File: src/rtl/regfile_bist.sv
// -----------------------------------------------------------------------------
// regfile_bist
//
// Built-in self test engine for a two-read / one-write register file.
//
// A run has three phases:
//   WRITE : every address 0..DEPTH-1 is written once with pat(addr).
//           An optional single-bit fault (bit 0 flipped) can be injected at one
//           address to prove that the checker sees it.
//   READ  : the lower and upper halves of the file are read in parallel, one
//           pair per cycle, and each port is compared with the clean pattern.
//   DONE  : results are held until the next start.
//
// A complete run takes 1.5 * DEPTH cycles from the accepting edge to done.
//
// Ports
//   clk, rst          clock, synchronous active-high reset
//   start             begin a run (accepted only in IDLE or DONE)
//   mode              pattern select, latched on an accepted start
//   inj_en, inj_addr  fault injection control, latched on an accepted start
//   wr_en/addr/data   register-file write port (driven only in WRITE)
//   rd_addr0/1        register-file read addresses (driven only in READ)
//   rd_data0/1        combinational read data from the register file
//   busy, done, pass  run status
//   err_cnt           number of mismatching reads in the current/last run
//   fail_addr         first mismatching address of the current/last run
//   state_o           raw FSM state: IDLE=11, WRITE=01, READ=00, DONE=10
// -----------------------------------------------------------------------------
module regfile_bist #(
   parameter int          DATA_W = 32,
   parameter int          ADDR_W = 5,
   parameter logic [31:0] SEED   = 32'hFFFF000F
) (
   input  logic              clk,
   input  logic              rst,
   input  logic              start,
   input  logic [1:0]        mode,
   input  logic              inj_en,
   input  logic [ADDR_W-1:0] inj_addr,
   output logic              wr_en,
   output logic [ADDR_W-1:0] wr_addr,
   output logic [DATA_W-1:0] wr_data,
   output logic [ADDR_W-1:0] rd_addr0,
   output logic [ADDR_W-1:0] rd_addr1,
   input  logic [DATA_W-1:0] rd_data0,
   input  logic [DATA_W-1:0] rd_data1,
   output logic              busy,
   output logic              done,
   output logic              pass,
   output logic [ADDR_W:0]   err_cnt,
   output logic [ADDR_W-1:0] fail_addr,
   output logic [1:0]        state_o
);

   localparam int DEPTH = 2 ** ADDR_W;
   localparam int ERR_W = ADDR_W + 1;

   localparam logic [ADDR_W-1:0] CNT_WR_LAST = ADDR_W'(DEPTH - 1);
   localparam logic [ADDR_W-1:0] CNT_RD_LAST = ADDR_W'(DEPTH / 2 - 1);

   // Seed truncated (or zero-extended) to the data width.
   localparam logic [DATA_W-1:0] SEED_T = DATA_W'(SEED);

   // Repeated 2'b10 pattern: odd bit positions set, even positions clear.
   function automatic logic [DATA_W-1:0] checker_base();
      logic [DATA_W-1:0] b;
      b = '0;
      for (int i = 0; i < DATA_W; i++) begin
         b[i] = i[0];
      end
      return b;
   endfunction

   localparam logic [DATA_W-1:0] CHK = checker_base();

   // Encoding is visible on state_o, so the values are fixed.
   typedef enum logic [1:0] {
      S_READ  = 2'b00,
      S_WRITE = 2'b01,
      S_DONE  = 2'b10,
      S_IDLE  = 2'b11
   } state_t;

   // Test pattern for address a under pattern select m.
   function automatic logic [DATA_W-1:0] pat(input logic [1:0]        m,
                                             input logic [ADDR_W-1:0] a);
      logic [DATA_W-1:0] a_ext;
      a_ext = DATA_W'(a);
      case (m)
         2'b00:   pat = SEED_T - a_ext;
         2'b01:   pat = a_ext;
         2'b10:   pat = a[0] ? ~CHK : CHK;
         default: pat = ~a_ext;
      endcase
   endfunction

   // ---------------------------------------------------------------------------
   // Registers
   // ---------------------------------------------------------------------------
   state_t            r_state;
   logic [ADDR_W-1:0] r_cnt;
   logic [1:0]        r_mode;
   logic              r_inj_en;
   logic [ADDR_W-1:0] r_inj_addr;
   logic [ERR_W-1:0]  r_err_cnt;
   logic [ADDR_W-1:0] r_fail_addr;

   // ---------------------------------------------------------------------------
   // Combinational signals
   // ---------------------------------------------------------------------------
   state_t            w_state_nxt;
   logic              w_start_acc;
   logic              w_wr_last;
   logic              w_rd_last;
   logic [ADDR_W-1:0] w_rd_addr0;
   logic [ADDR_W-1:0] w_rd_addr1;
   logic              w_mis0;
   logic              w_mis1;
   logic [ERR_W-1:0]  w_err_inc;
   logic              w_inj_hit;

   assign w_wr_last = (r_cnt == CNT_WR_LAST);
   assign w_rd_last = (r_cnt == CNT_RD_LAST);

   // The read sweep pairs address i of the lower half with address i of the
   // upper half, so DEPTH/2 cycles cover the whole file.
   assign w_rd_addr0 = {1'b0, r_cnt[ADDR_W-2:0]};
   assign w_rd_addr1 = {1'b1, r_cnt[ADDR_W-2:0]};

   // Comparisons always use the clean pattern, so an injected fault shows up
   // as a mismatch.
   assign w_mis0    = (r_state == S_READ) && (rd_data0 != pat(r_mode, w_rd_addr0));
   assign w_mis1    = (r_state == S_READ) && (rd_data1 != pat(r_mode, w_rd_addr1));
   assign w_err_inc = ERR_W'(w_mis0) + ERR_W'(w_mis1);

   assign w_inj_hit = r_inj_en && (r_cnt == r_inj_addr);

   // ---------------------------------------------------------------------------
   // FSM: state register
   // ---------------------------------------------------------------------------
   // NOTE: clocked state uses non-blocking assignments so every register
   // samples pre-edge values regardless of process ordering.
   always_ff @(posedge clk) begin
      if (rst) begin
         r_state <= S_IDLE;
      end else begin
         r_state <= w_state_nxt;
      end
   end

   // ---------------------------------------------------------------------------
   // FSM: next state
   // ---------------------------------------------------------------------------
   // NOTE: every signal driven here gets a default first; a path that leaves
   // one unassigned would infer a latch.
   always_comb begin
      w_state_nxt = r_state;
      w_start_acc = 1'b0;
      case (r_state)
         S_IDLE, S_DONE: begin
            if (start) begin
               w_start_acc = 1'b1;
               w_state_nxt = S_WRITE;
            end
         end
         S_WRITE: begin
            if (w_wr_last) begin
               w_state_nxt = S_READ;
            end
         end
         S_READ: begin
            if (w_rd_last) begin
               w_state_nxt = S_DONE;
            end
         end
         default: w_state_nxt = S_IDLE;
      endcase
   end

   // ---------------------------------------------------------------------------
   // FSM: outputs (all buses are forced to zero outside their own phase)
   // ---------------------------------------------------------------------------
   always_comb begin
      wr_en    = 1'b0;
      wr_addr  = '0;
      wr_data  = '0;
      rd_addr0 = '0;
      rd_addr1 = '0;
      busy     = 1'b0;
      done     = 1'b0;
      case (r_state)
         S_WRITE: begin
            busy    = 1'b1;
            wr_en   = 1'b1;
            wr_addr = r_cnt;
            wr_data = pat(r_mode, r_cnt) ^ DATA_W'(w_inj_hit);
         end
         S_READ: begin
            busy     = 1'b1;
            rd_addr0 = w_rd_addr0;
            rd_addr1 = w_rd_addr1;
         end
         S_DONE: begin
            done = 1'b1;
         end
         default: begin
         end
      endcase
   end

   assign pass      = done && (r_err_cnt == '0);
   assign err_cnt   = r_err_cnt;
   assign fail_addr = r_fail_addr;
   assign state_o   = r_state;

   // ---------------------------------------------------------------------------
   // Datapath: run configuration, address counter and result capture
   // ---------------------------------------------------------------------------
   always_ff @(posedge clk) begin
      if (rst) begin
         r_cnt       <= '0;
         r_mode      <= '0;
         r_inj_en    <= 1'b0;
         r_inj_addr  <= '0;
         r_err_cnt   <= '0;
         r_fail_addr <= '0;
      end else if (w_start_acc) begin
         r_cnt       <= '0;
         r_mode      <= mode;
         r_inj_en    <= inj_en;
         r_inj_addr  <= inj_addr;
         r_err_cnt   <= '0;
         r_fail_addr <= '0;
      end else if (r_state == S_WRITE) begin
         r_cnt <= w_wr_last ? '0 : r_cnt + ADDR_W'(1);
      end else if (r_state == S_READ) begin
         r_cnt <= w_rd_last ? '0 : r_cnt + ADDR_W'(1);
         // At most DEPTH reads happen per run, so the ADDR_W+1 bit counter
         // cannot wrap.
         r_err_cnt <= r_err_cnt + w_err_inc;
         // An error count of zero means no mismatch has been captured yet;
         // port 0 wins when both ports mismatch in the same cycle.
         if ((r_err_cnt == '0) && (w_mis0 || w_mis1)) begin
            r_fail_addr <= w_mis0 ? w_rd_addr0 : w_rd_addr1;
         end
      end
   end

endmodule

File: config.mk
export PLATFORM = sky130hd
export DESIGN_NAME = regfile_bist
export DESIGN_NICKNAME = d
export VERILOG_FILES = /design/src/rtl/regfile_bist.sv
export SDC_FILE = /design/constraint.sdc
export NUM_CORES = 1
export LEC_CHECK = 0
export BUFFER_PORTS_ARGS = -buffer_cell sky130_fd_sc_hd__buf_2
export CORE_ASPECT_RATIO = 1.5
export CORE_MARGIN = 2
export CORE_UTILIZATION = 44
export CTS_CLUSTER_DIAMETER = 200
export CTS_CLUSTER_SIZE = 40
export DETAILED_ROUTE_END_ITERATION = 10
export PLACE_DENSITY_LB_ADDON = 0.12
export SYNTH_ARGS = -nofsm -noshare
export SYNTH_HDL_FRONTEND = slang
export SYNTH_SLANG_ARGS = --single-unit
File: constraint.sdc
create_clock -name clk -period 3.5 [get_ports clk]
set_clock_uncertainty 0.15 [all_clocks]
set_input_delay 0.7 -clock clk [delete_from_list [all_inputs] [get_ports clk]]
set_output_delay 0.7 -clock clk [all_outputs]
set_load 0.05 [all_outputs]
==> metrics.cfg <==
[route]
vias = 2678
drt-initial-drc-count = 97
wire_per_inst_um = 13.04
first_pass_iters = 4
drt-total-wl_um = 6546
antenna_left = 0
avgViaCountPerCell = 5.335
drc = 0

[synthesis]
synthAdderAreaFrac = 0.03543
synth_warnings = 0
syn_avg_cell_area_um2 = 7.107
post-synth-top-count-cell = nand2_1
synth_top_area_share = 0.2233
synth_seq_cells = 26
synth-edff-count = 0
synth_common_cells = 41 x nand2_1, 33 x nor2_1, 29 x buf_4
synth_cell_type_count = 43
synth_top_family_by_area = simple AND/OR/NAND/NOR gates
async_flop_share = 0
yosys.area_share.simple = 0.3349
synth_area_leaders = dfxtp_1 22%, buf_4 9.3%, nand2_1 6.6%
yosysSeqAreaShare = 0.2233
synth-xor-area-share = 0.08266
synth_compound_area_frac = 0.1433
yosysTopAreaCell = dfxtp_1
netlist_area_um2 = 2331
synth_mux_area_frac = 0.03543
syn-num-nets = 409
ys.flop_type = dfxtp_1
syn-instance-count = 328

[grt]
grtUsageMet3 = 0.02647
grt_overflow = 0
grt_busiest_layer = met2
grt_first_pass_wirelength_um = 10390
grt_max_degree = 17
track_usage = 0.2114
grt_util_met1 = 0.2221
use_met2 = 0.4202
grt_pass1_vias = 2404
grt_antenna_before_repair = 0

[placement]
dp.final_hpwl_um = 5253
placed_cells = 498
portBuffers = 137
place_congestion = 0.9036

[critical_path]
r2r-start = r_mode[1]
cp_slowest_cell = dfxtp_1
crit_type = reg2reg
arrival_ns = 3.16
end_kind = flop
worstSetupStartpointType = flop
cp_max_fo = 9
max_stage_delay_ns = 0.50
crit_chain = nand2b_1 -> nand2_1 -> or3_1 -> a311oi_1 -> nand4_1 -> or2_2 -> nand2_1 -> fa_1 -> inv_1 -> ha_1 -> nand4_1 -> xor2_1 -> nor2_1
critPathLaunch = r_mode[1]
cp.required_ns = 3.49
rr_worst_depth = 13

[die]
ioPinCount = 139
dieArea_um2 = 5908
die_y_um = 93.14
die_x_um = 63.43
start_util = 0.4548
row_count = 32
core_area_um2 = 5125

[hold_path]
hold_path_class = reg2reg
worstHoldStart = r_inj_en
min_delay_path_depth = 2

[final_layout]
area_growth_pct = 27.16
final_cells = 502
n_antenna_cell = 0
fin_util = 0.5784
final_nets = 516
drive_above_1_share = 0.3664

[timing]
slew-limit-headroom = 0.3310
final.min_clock_period_ns = 3.163
setup_viol = 0
rsz0062_at_grt = no
fmax_ghz = 0.3161
slew_viol_final = 0
final-hold-violation-count = 0
tightest_slew_ns = 0.9959
setup_tns_ns = 0
fin_crit_sh = 0.9038

[clocking]
cts_buffer_depth = 2
hold_buffers = 0
clkSlewWorstSetupHoldPaths_ns = 0.09
cts_setup_buffers = 0
cts_buffers = 3
clk_latency_ns = 0.27
cts_tree = done
cts_resized = 0
clock_sinks = 26
root_buffer = clkbuf_8
htree_levels = 1

[power]
power_density_nw_per_um2 = 295.7
vdd_drop_max_uv = 311.1
total_power_mw = 0.8765
p_leak_nw = 1.452

[outcome]
status = finished, final reports clean

[job]
cap_violations = 0

logic make-up (layout without fill, tap and decap cells):
logic type / after synthesis / count (layout)
xor gates and xnor gates: 22 / 22
adders and majority gates: 6 / 6
DFF: 26 / 26
buffers and inverters: 56 / 162
AOI/OAI and AO/OA: 53 / 53
and+or+nand+nor: 157 / 157
other: 1 / 1
muxes: 7 / 7
routing by layer:
metal  part of all wire  vias up  routed length (µm)
met5                  0        -                   0
met4              0.021        0                 140
met3              0.064       10                 418
met2               0.53       98                3476
met1               0.38     1223                2510
li1                   -     1347                   -
worst paths after layout:
check	endpoint	slack [ns]
worst max-delay path	err_cnt[4]	0.34
worst min-delay path	r_inj_en	0.32
worst max register to register	err_cnt[4]	0.34
worst min register to register	r_inj_en	0.32
layout by cell type (no fill, tap or decap), types with 3 or more instances in the layout:
cell / n
buf_2: 137
nand2_1: 41
nor2_1: 33
dfxtp_1: 26
a21oi_1: 20
xor2_1: 17
nand4_1: 16
nor3_1: 13
nor4_1: 12
inv_1: 11
nand3_1: 10
buf_4: 10
o21ai_0: 9
or4_1: 7
a211oi_1: 7
and2_1: 7
mux2i_1: 6
nand2b_1: 5
xnor2_1: 5
ha_1: 5
o221ai_1: 4
nor2b_1: 3
or2_2: 3
clkbuf_8: 3
final cells by class:
class                   instances  area [µm²]
well taps                      68       85.08
clock buffers                   3       41.29
inverters                      11       41.29
clock inverters                 1       30.03
flip-flops and latches         26       520.5
repair buffers                147       760.7
fillers                       533        2161
multi-input cells             246        1485
sequential cells by signal, indices dropped and copies added (netlist names):
register,count
r_cnt,5
r_inj_en,1
fail_addr,5
r_inj_addr,5
err_cnt,6
state_o,2
r_mode,2
per-stage QoR:
stage          cell area (µm²)  worst slack (ns)  hold WS, ns
6_report                  2964            0.3367       0.3180
5_1_grt                   2964           0.07188       0.3495
4_1_cts                   2964            0.3293       0.3247
3_5_place_dp              2893            0.1589       0.3112
3_3_place_gp              2893            0.2310       0.3058
2_1_floorplan             2340           0.01430       0.2866
worst max-delay path, delay by kind of cell, from the launching register on:
| kind | cells | cell delay (ns) |
|---|---|---|
| AND/OR/NAND/NOR | 8 | 1.55 |
| XOR/XNOR | 1 | 0.14 |
| AO/OA/AOI/OAI | 1 | 0.29 |
| adder cells (fa/ha/maj) | 2 | 0.34 |
| buffers and inverters | 1 | 0.05 |
| flip-flops | 1 | 0.50 |
where the power goes:
part	switching, mW	internal, mW	total, mW
logic	0.221	0.0962	0.317
clock network	0.0937	0.153	0.246
registers	0.00906	0.304	0.313
total	0.324	0.553	0.877
Note: power is estimated with default switching activity, not from simulation.
